--- config.mk ---
export PLATFORM = sky130hd
export DESIGN_NAME = multicycle_main_control
export DESIGN_NICKNAME = d
export VERILOG_FILES = /design/src/rtl/multicycle_main_control.sv
export SDC_FILE = /design/constraint.sdc
export NUM_CORES = 1
export LEC_CHECK = 0
export ABC_AREA = 1
export BUFFER_PORTS_ARGS = -buffer_cell sky130_fd_sc_hd__buf_4
export CORE_ASPECT_RATIO = 1.4
export CORE_UTILIZATION = 52
export CTS_BUF_LIST = sky130_fd_sc_hd__clkbuf_4 sky130_fd_sc_hd__clkbuf_8
export DETAILED_ROUTE_END_ITERATION = 6
export PLACE_DENSITY = 0.77
export REMOVE_ABC_BUFFERS = 1
export SYNTH_ARGS = -nofsm -noshare
export SYNTH_HDL_FRONTEND = slang
export SYNTH_SLANG_ARGS = --single-unit
--- constraint.sdc ---
create_clock -name clk -period 2.3 [get_ports clk]
set_clock_uncertainty 0.2 [all_clocks]
set_input_delay 0.23 -clock clk [delete_from_list [all_inputs] [get_ports clk]]
set_output_delay 0.23 -clock clk [all_outputs]
set_load 0.03 [all_outputs]
--- src/rtl/multicycle_main_control.sv ---
// Multicycle main control FSM: fetch/decode/exec/mem/wb sequencing,
// datapath strobes, alu_op, mem_ready watchdog, retired count.
module multicycle_main_control #(
  parameter int TIMEOUT = 255,
  parameter int CNT_W   = 32
) (
  input  logic             clk,
  input  logic             rst,
  input  logic [6:0]       opcode,
  input  logic             zero,
  input  logic             mem_ready,
  output logic             pc_write,
  output logic             ir_write,
  output logic             iord,
  output logic             mem_read,
  output logic             mem_write,
  output logic             reg_write,
  output logic             mem_to_reg,
  output logic [1:0]       alu_src_a,
  output logic [1:0]       alu_src_b,
  output logic [1:0]       alu_op,
  output logic             pc_source,
  output logic             illegal_instr,
  output logic             mem_fault,
  output logic [3:0]       state_dbg,
  output logic [CNT_W-1:0] retired
);

  localparam logic [3:0] S_FETCH  = 4'd0;
  localparam logic [3:0] S_DECODE = 4'd1;
  localparam logic [3:0] S_MADDR  = 4'd2;
  localparam logic [3:0] S_MRD    = 4'd3;
  localparam logic [3:0] S_MWB    = 4'd4;
  localparam logic [3:0] S_MWR    = 4'd5;
  localparam logic [3:0] S_EXEC   = 4'd6;
  localparam logic [3:0] S_AWB    = 4'd7;
  localparam logic [3:0] S_BRANCH = 4'd8;
  localparam logic [3:0] S_TRAP   = 4'd15;

  localparam logic [6:0] OP_R  = 7'b0110011;
  localparam logic [6:0] OP_LD = 7'b0000011;
  localparam logic [6:0] OP_ST = 7'b0100011;
  localparam logic [6:0] OP_BR = 7'b1100011;

  localparam int WW =
    (TIMEOUT > 0) ? $clog2(TIMEOUT + 1) : 1;
  localparam logic [WW-1:0] TMO = WW'(TIMEOUT);
  localparam logic [WW-1:0] W1  = WW'(1);
  localparam logic [CNT_W-1:0] C1 = CNT_W'(1);

  logic [3:0]    state;
  logic [3:0]    nxt;
  logic [WW-1:0] wcnt;
  logic [WW-1:0] wcnt_d;
  logic          waiting;
  logic          expired;
  logic          retire;
  logic          set_ill;
  logic          pw_c, iw_c, mr_c, mw_c, rw_c;

  assign waiting = (state == S_FETCH) ||
                   (state == S_MRD)   ||
                   (state == S_MWR);

  // Counter already at the limit and memory
  // still not ready this cycle: give up.
  assign expired = (TIMEOUT != 0) && waiting &&
                   !mem_ready && (wcnt == TMO);

  always_comb begin
    nxt        = state;
    iord       = 1'b0;
    mem_to_reg = 1'b0;
    alu_src_a  = 2'b00;
    alu_src_b  = 2'b00;
    alu_op     = 2'b00;
    pc_source  = 1'b0;
    pw_c       = 1'b0;
    iw_c       = 1'b0;
    mr_c       = 1'b0;
    mw_c       = 1'b0;
    rw_c       = 1'b0;
    retire     = 1'b0;
    set_ill    = 1'b0;
    case (state)
      S_FETCH: begin
        mr_c      = 1'b1;
        alu_src_b = 2'b01;
        if (mem_ready) begin
          iw_c = 1'b1;
          pw_c = 1'b1;
          nxt  = S_DECODE;
        end else if (expired) begin
          nxt = S_TRAP;
        end
      end
      S_DECODE: begin
        alu_src_a = 2'b10;
        alu_src_b = 2'b10;
        unique case (1'b1)
          (opcode == OP_R):  nxt = S_EXEC;
          (opcode == OP_LD),
          (opcode == OP_ST): nxt = S_MADDR;
          (opcode == OP_BR): nxt = S_BRANCH;
          default: begin
            nxt     = S_TRAP;
            set_ill = 1'b1;
          end
        endcase
      end
      S_MADDR: begin
        alu_src_a = 2'b01;
        alu_src_b = 2'b10;
        nxt = (opcode == OP_ST) ? S_MWR : S_MRD;
      end
      S_MRD: begin
        mr_c = 1'b1;
        iord = 1'b1;
        if (mem_ready)    nxt = S_MWB;
        else if (expired) nxt = S_TRAP;
      end
      S_MWB: begin
        rw_c       = 1'b1;
        mem_to_reg = 1'b1;
        nxt        = S_FETCH;
        retire     = 1'b1;
      end
      S_MWR: begin
        mw_c = 1'b1;
        iord = 1'b1;
        if (mem_ready) begin
          nxt    = S_FETCH;
          retire = 1'b1;
        end else if (expired) begin
          nxt = S_TRAP;
        end
      end
      S_EXEC: begin
        alu_src_a = 2'b01;
        alu_op    = 2'b10;
        nxt       = S_AWB;
      end
      S_AWB: begin
        rw_c   = 1'b1;
        nxt    = S_FETCH;
        retire = 1'b1;
      end
      S_BRANCH: begin
        alu_src_a = 2'b01;
        alu_op    = 2'b01;
        pc_source = 1'b1;
        pw_c      = zero;
        nxt       = S_FETCH;
        retire    = 1'b1;
      end
      S_TRAP:  nxt = S_TRAP;
      default: nxt = S_TRAP;
    endcase
  end

  // Clears on entry (state change), on ready,
  // outside wait states, or when disabled.
  always_comb begin
    wcnt_d = '0;
    if (waiting && !mem_ready &&
        (nxt == state) && (TIMEOUT != 0))
      wcnt_d = wcnt + W1;
  end

  assign pc_write  = pw_c & ~rst;
  assign ir_write  = iw_c & ~rst;
  assign mem_read  = mr_c & ~rst;
  assign mem_write = mw_c & ~rst;
  assign reg_write = rw_c & ~rst;
  assign state_dbg = state;

  always_ff @(posedge clk) begin
    if (rst) begin
      state         <= S_FETCH;
      wcnt          <= '0;
      retired       <= '0;
      illegal_instr <= 1'b0;
      mem_fault     <= 1'b0;
    end else begin
      state <= nxt;
      wcnt  <= wcnt_d;
      if (retire)  retired       <= retired + C1;
      if (set_ill) illegal_instr <= 1'b1;
      if (expired) mem_fault     <= 1'b1;
    end
  end

endmodule

==> flow_summary_export.csv, run 1 <==
group,metric,value,unit
timing,tns,0,ns
clock_tree,cts.sinks,46,
clock_tree,cts_tree,"yes",
synth,synthesis.area,2870,um2
pwr,pwr-share-clk,19.8,%
floorplan,coreArea,5236,um2
synth,synth-seq-cells,46,
global_route,antenna_found_initial,0,
synth,async_reset_ff_share,0,%
pwr,power.density,767.4,nW/um2
setup_path,end_kind,"output pin",
final_layout,multi_input_area,1689,um2
final_layout,fin_util,66.12,%
floorplan,ioPinCount,63,
timing,maxSlewViolCount,0,
min_path,holdCritPathClass,"input port to flip-flop",
clock_tree,clkLatencyLatePin,0.31,ns
setup_path,path_cells,"nor2_2 -> nand2_1 -> nor2_1 -> inv_1 -> a21oi_1 -> buf_4",
pwr,p_sw_share,46.58,%
floorplan,die_x,64.79,um
global_route,grt_pass1_wl,12310,um
clock_tree,ctsLongestPathBuffers,2,
detailed_routing,ant_nets,0,
setup_path,start_kind,"flip-flop",
setup_path,slowest_stage,"dfxtp_1",
detailed_routing,drt_iter0_markers,193,
timing,fmax,465.0,MHz
outcome,status,"finished clean",
setup_path,worstPathMaxFanout,5,
pwr,p_int,1419,uW
clock_tree,clk_pin_slew,0.09,ns
synth,yosys_warnings,0,
timing,period_share,93.51,%
synth,ys_seq_area_share,32.08,%
final_layout,nNetsFinal,500,
synth,synth-edff-count,0,
final_layout,diodes,0,
synth,avgSynthCellArea,6.722,um2
final_layout,drive_gt1_share,22.34,%
detailed_routing,dr.pass1.iters,4,
setup_path,cp_data_arrival_time,1.72,ns
synth,synth-main-ff-cell,"dfxtp_1",
clock_tree,htreeDepth,2,
detailed_routing,num_vias,2904,
final_layout,regArea,920.9,um2
flow_run,drv_cap,0,
detailed_routing,viasPerCell,5.242,
floorplan,die_h,89.91,um
timing,grt_setup_unrepaired,"no",
pwr,vdd_drop_max,0.0007217,V
timing,worst_pin_slew,0.4630,ns
timing,setup_viol,0,
final_layout,fillers,508,
clock_tree,cts_buffers,5,
floorplan,rows,31,
placed_design,gp_congestion,0.9410,
synth,synthCells,427,
final_layout,syn_to_final_growth,20.62,%
setup_path,slowest_delay,0.41,ns
synth,synth.distinct_cells,37,
pwr,p_switching,1238,uW
pwr,p_leak,0.001472,uW
clock_tree,clock-root-buffer,"clkbuf_8",
floorplan,start_util,54.81,%
setup_path,worstPathRequired,1.87,ns
placed_design,numPortBuffers,62,
detailed_routing,drt_wl_total,7518,um
placed_design,hpwlAfterDp,5787,um
floorplan,dieArea,5825,um2
global_route,grt_pass1_vias,2801,
pwr,pwr-share-seq,35.0,%
global_route,grt_overflow,0,
detailed_routing,wl_per_cell,13.57,um
global_route,grt_usage,26.97,%
detailed_routing,route.detailed.drc,0,
timing,relSlewSlack,68.90,%
timing,hold_viol,0,
global_route,grt_max_degree,35,
timing,post-route-min-period,2.151,ns
pwr,comb_power_share,45.2,%
setup_path,crit_type,"flip-flop to output pin",
[worst paths after layout]
path           startpoint          end  slack (ns)  depth (start not counted)
min reg2reg       wcnt[0]      wcnt[0]        0.26                          1
min             mem_ready      wcnt[2]        0.10                          4
max          state_dbg[3]     pc_write        0.15                          6
max reg2reg    retired[1]  retired[16]        0.24                          7
[state kept, by name, summed over array words and instances (netlist names)]
register and cells:
illegal_instr 1, mem_fault 1, retired 32, state_dbg 4, wcnt 8
[critical path: cells and delay by family, from the launching register on]
kind | cells | cell delay (ns)
AO/OA/AOI/OAI | 1 | 0.15
AND/OR/NAND/NOR | 3 | 0.58
buffers and inverters | 2 | 0.27
flip-flops | 1 | 0.41
[layer usage]
metal | GRT usage (%) | vias up | wire, um
met5 | 0 | - | 0
met1 | 27.37 | 1308 | 2886
met2 | 47.74 | 84 | 3935
met4 | 17.04 | 0 | 308
li1 | - | 1488 | -
met3 | 6.345 | 24 | 387
[repair_timing]
action / in CTS / in global routing
hold buffers: 0 / 0
setup buffers: 0 / 0
setup endpoints to repair: 0 / 1
endpoints found under the hold margin: 0 / 0
gates resized for setup: 0 / 1
[synth_stat cells (4+ instances only)]
library cell | instances | area (um2)
nor2_4 | 4 | 45.04
nand2_1 | 109 | 409.1
xor2_1 | 19 | 166.4
o21ai_0 | 12 | 60.06
nor3_2 | 4 | 40.04
inv_2 | 7 | 26.28
xnor2_1 | 5 | 43.79
nand3_1 | 18 | 90.09
clkbuf_1 | 5 | 18.77
inv_1 | 47 | 176.4
nand2_2 | 4 | 25.02
nor2_1 | 53 | 198.9
nor3_1 | 10 | 50.05
a21oi_1 | 31 | 155.2
nand4_1 | 12 | 75.07
dfxtp_1 | 46 | 920.9
buf_4 | 4 | 30.03
nor2_2 | 6 | 37.54
[power by group through the flow]
stage | clock [uW] | combinational [uW] | sequential [uW]
2_1_floorplan | 0 | 721 | 1010
3_3_place_gp | 0 | 1180 | 939
3_5_place_dp | 0 | 1200 | 943
4_1_cts | 532 | 1200 | 925
5_1_grt | 570 | 1300 | 935
6_report | 525 | 1200 | 931
[stage by stage]
step,hold WS (ns),total power [uW],setup slack [ns],area (um2),instances
after floorplan,0.09244,1730,0.1451,2810,417
after global placement,0.2337,2123,0.3332,3366,546
after detailed placement,0.2484,2141,0.2817,3366,546
after CTS,0.09225,2658,0.08147,3460,554
after global routing,0.1160,2805,0.04809,3462,554
final,0.1006,2657,0.1494,3462,554
[cell usage in the layout, fill, tap and decap left out, types with 7 or more instances in the layout]
| master | netlist | routed |
|---|---|---|
| a21oi_1 | 31 | 31 |
| buf_4 | 4 | 63 |
| dfxtp_1 | 46 | 46 |
| inv_1 | 47 | 47 |
| inv_2 | 7 | 7 |
| nand2_1 | 109 | 109 |
| nand3_1 | 18 | 18 |
| nand4_1 | 12 | 12 |
| nor2_1 | 53 | 52 |
| nor2_2 | 6 | 7 |
| nor3_1 | 10 | 10 |
| o21ai_0 | 12 | 12 |
| xor2_1 | 19 | 19 |
[layout make-up]
| type | instances | share of cell area [%] |
|---|---|---|
| clock buffer | 5 | 1.988 |
| clock inverter | 3 | 0.7228 |
| inverter | 54 | 5.855 |
| multi-input combinational | 317 | 48.79 |
| sequential | 46 | 26.60 |
| tap | 66 | 2.385 |
| timing repair buffer | 63 | 13.66 |
[cells by family (layout without fill, tap and decap cells)]
family | Yosys count | count (layout) | share of synthesized area [%]
AOI/OAI and AO/OA | 57 | 57 | 10.94
adders and majority gates | 2 | 2 | 0.8717
DFF | 46 | 46 | 32.08
xor gates and xnor gates | 24 | 24 | 7.323
buffers and inverters | 64 | 125 | 9.155
and+or+nand+nor | 234 | 234 | 39.63
(Power assumes the default switching activity.)
==> run 2: changes to the inputs <==
--- a/config.mk
+++ b/config.mk
@@ -8,10 +8,10 @@
 export ABC_AREA = 1
 export BUFFER_PORTS_ARGS = -buffer_cell sky130_fd_sc_hd__buf_4
 export CORE_ASPECT_RATIO = 1.4
-export CORE_UTILIZATION = 52
+export CORE_UTILIZATION = 56
 export CTS_BUF_LIST = sky130_fd_sc_hd__clkbuf_4 sky130_fd_sc_hd__clkbuf_8
 export DETAILED_ROUTE_END_ITERATION = 6
-export PLACE_DENSITY = 0.77
+export PLACE_DENSITY = 0.82
 export REMOVE_ABC_BUFFERS = 1
 export SYNTH_ARGS = -nofsm -noshare
 export SYNTH_HDL_FRONTEND = slang
==> run 2 against run 1 <==
Effect of this change:
- first-iteration DRC count shrank 29%
- fmax grew 0.32%
- power shrank 1.2%
- wire length shrank 4.1%
- sequential power shrank 0.5%
- final area grew 0.36%
- die area shrank 7.0%
- non-clock buffer count grew 2
- critical path type unchanged
==> flow_summary_export.csv, run 2 (synthesis results as in run 1) <==
group,metric,value,unit
clock_tree,clkLatencyLatePin,0.30,ns
flow_run,drv_cap,0,
setup_path,start_kind,"flip-flop",
global_route,grt.met1_usage,28.51,%
timing,grt_setup_unrepaired,"no",
timing,maxSlewViolCount,0,
clock_tree,clock-root-buffer,"clkbuf_8",
clock_tree,htreeDepth,2,
pwr,p_sw_share,45.96,%
setup_path,crit_type,"flip-flop to output pin",
timing,worst_pin_slew,0.4141,ns
setup_path,reg2regPathDepth,9,
placed_design,placed_area,3371,um2
setup_path,slowest_stage,"dfxtp_1",
pwr,power.density,755.4,nW/um2
detailed_routing,viasPerCell,5.276,
timing,hold_viol,0,
min_path,hold_depth,4,
timing,fmax,466.5,MHz
clock_tree,cts_buffers,5,
final_layout,nNetsFinal,502,
floorplan,ioPinCount,63,
timing,relSlewSlack,72.37,%
pwr,pwr-share-clk,19.5,%
clock_tree,cts.repair.resized,0,
detailed_routing,route.detailed.drc,0,
setup_path,worstPathRequired,1.87,ns
global_route,grt_usage,28.32,%
detailed_routing,dr.pass1.iters,4,
clock_tree,cts_tree,"yes",
setup_path,cp_common_cell,"nor2_1",
timing,period_share,93.21,%
pwr,comb_power_share,45.3,%
final_layout,top_register,"retired",
setup_path,end_kind,"output pin",
floorplan,start_util,58.82,%
timing,post-route-min-period,2.144,ns
final_layout,diodes,0,
placed_design,hpwlAfterDp,5632,um
placed_design,numPortBuffers,62,
timing,hold_ws,0.1021,ns
pwr,finalPower,2625,uW
global_route,use_met2,53.16,%
setup_path,cp_data_arrival_time,1.71,ns
global_route,grt_overflow,0,
timing,setup_viol,0,
detailed_routing,num_vias,2923,
placed_design,gp_congestion,0.9731,
global_route,grt_pass1_vias,2826,
setup_path,worstPathMaxFanout,5,
final_layout,largest_register_ffs,32,
setup_path,path_cells,"nor2_1 -> nand2_1 -> nor2_1 -> inv_1 -> a21oi_1 -> buf_4",
pwr,vdd_drop_max,0.0008239,V
outcome,status,"finished clean",
global_route,grt_pass1_wl,12130,um
final_layout,fin_area,3475,um2
clock_tree,ctsLongestPathBuffers,2,
floorplan,rows,30,
detailed_routing,wl_per_cell,13.02,um
final_layout,mostFrequentLayoutCells,"109 x nand2_1, 64 x buf_4, 53 x nor2_1, 47 x inv_1, 46 x dfxtp_1",
final_layout,syn_to_final_growth,21.05,%
timing,tns,0,ns
setup_path,slowest_delay,0.41,ns
clock_tree,clk_pin_slew,0.09,ns
pwr,p_int,1418,uW
pwr,p_leak,0.001480,uW
final_layout,drive_gt1_share,22.24,%
floorplan,coreArea,4880,um2
setup_path,cp.depth,6,
clock_tree,cts.sinks,46,
setup_path,path_delay_family,"simple AND/OR/NAND/NOR gates",
global_route,grt_max_degree,26,
global_route,antenna_found_initial,0,
floorplan,dieArea,5420,um2
pwr,p_switching,1206,uW
floorplan,die_x,62.51,um
global_route,use_met3,5.658,%
detailed_routing,ant_nets,0,
min_path,holdCritPathClass,"input port to flip-flop",
pwr,pwr-share-seq,35.3,%
global_route,grt.busiest_layer,"met2",
final_layout,final_common_cell,"nand2_1",
setup_path,timing.critical_path.buf_inv,2,
detailed_routing,drt_iter0_markers,137,
detailed_routing,drt_wl_total,7212,um
floorplan,die_h,86.71,um
-- run 2: final cells by class --
class                   count  area [um2]
flip-flops and latches     46       920.9
clock inverters             3       25.02
repair buffers             65       490.5
clock buffers               5       68.82
inverters                  54       202.7
multi-input cells         317        1687
fillers                   440        1405
well taps                  64       80.08
-- run 2: per-layer routing --
layer | vias up | part of all wire, %
met4 | 0 | 4.5
met3 | 27 | 6.4
met5 | - | 0
met1 | 1295 | 37
li1 | 1490 | -
met2 | 111 | 52
-- run 2: stage by stage --
step	setup slack, ns	std cells	util [%]
final	0.1562	554	71.21
after global routing	0.03741	554	71.21
after CTS	0.1560	554	71.21
after detailed placement	0.2813	545	69.08
after global placement	0.3214	545	69.08
after floorplan	0.1451	417	-
-- run 2: repair_timing --
item                                   in CTS  in global routing
endpoints found under the hold margin       4                  0
hold buffers                                1                  0
buffers inserted                            0                  0
-- run 2: final timing paths --
path / slack (ns) / from / endpoint
setup reg to reg: 0.25 / state_dbg[2] / retired[5]
setup / recovery: 0.16 / state_dbg[2] / pc_write
hold / removal: 0.10 / mem_ready / wcnt[2]
hold reg to reg: 0.25 / wcnt[0] / wcnt[0]
-- run 2: power by group through the flow --
stage / Clock [uW] / Combinational, uW / Sequential, uW
2_1_floorplan: 0 / 721 / 1010
3_3_place_gp: 0 / 1180 / 938
3_5_place_dp: 0 / 1180 / 942
4_1_cts: 530 / 1190 / 924
5_1_grt: 563 / 1290 / 934
6_report: 511 / 1190 / 926
-- run 2: worst min-delay path, cell delays in order --
cell and delay [ns]:
buf_4 0.10, a21oi_2 0.06, nand4_4 0.14, nor2_1 0.04
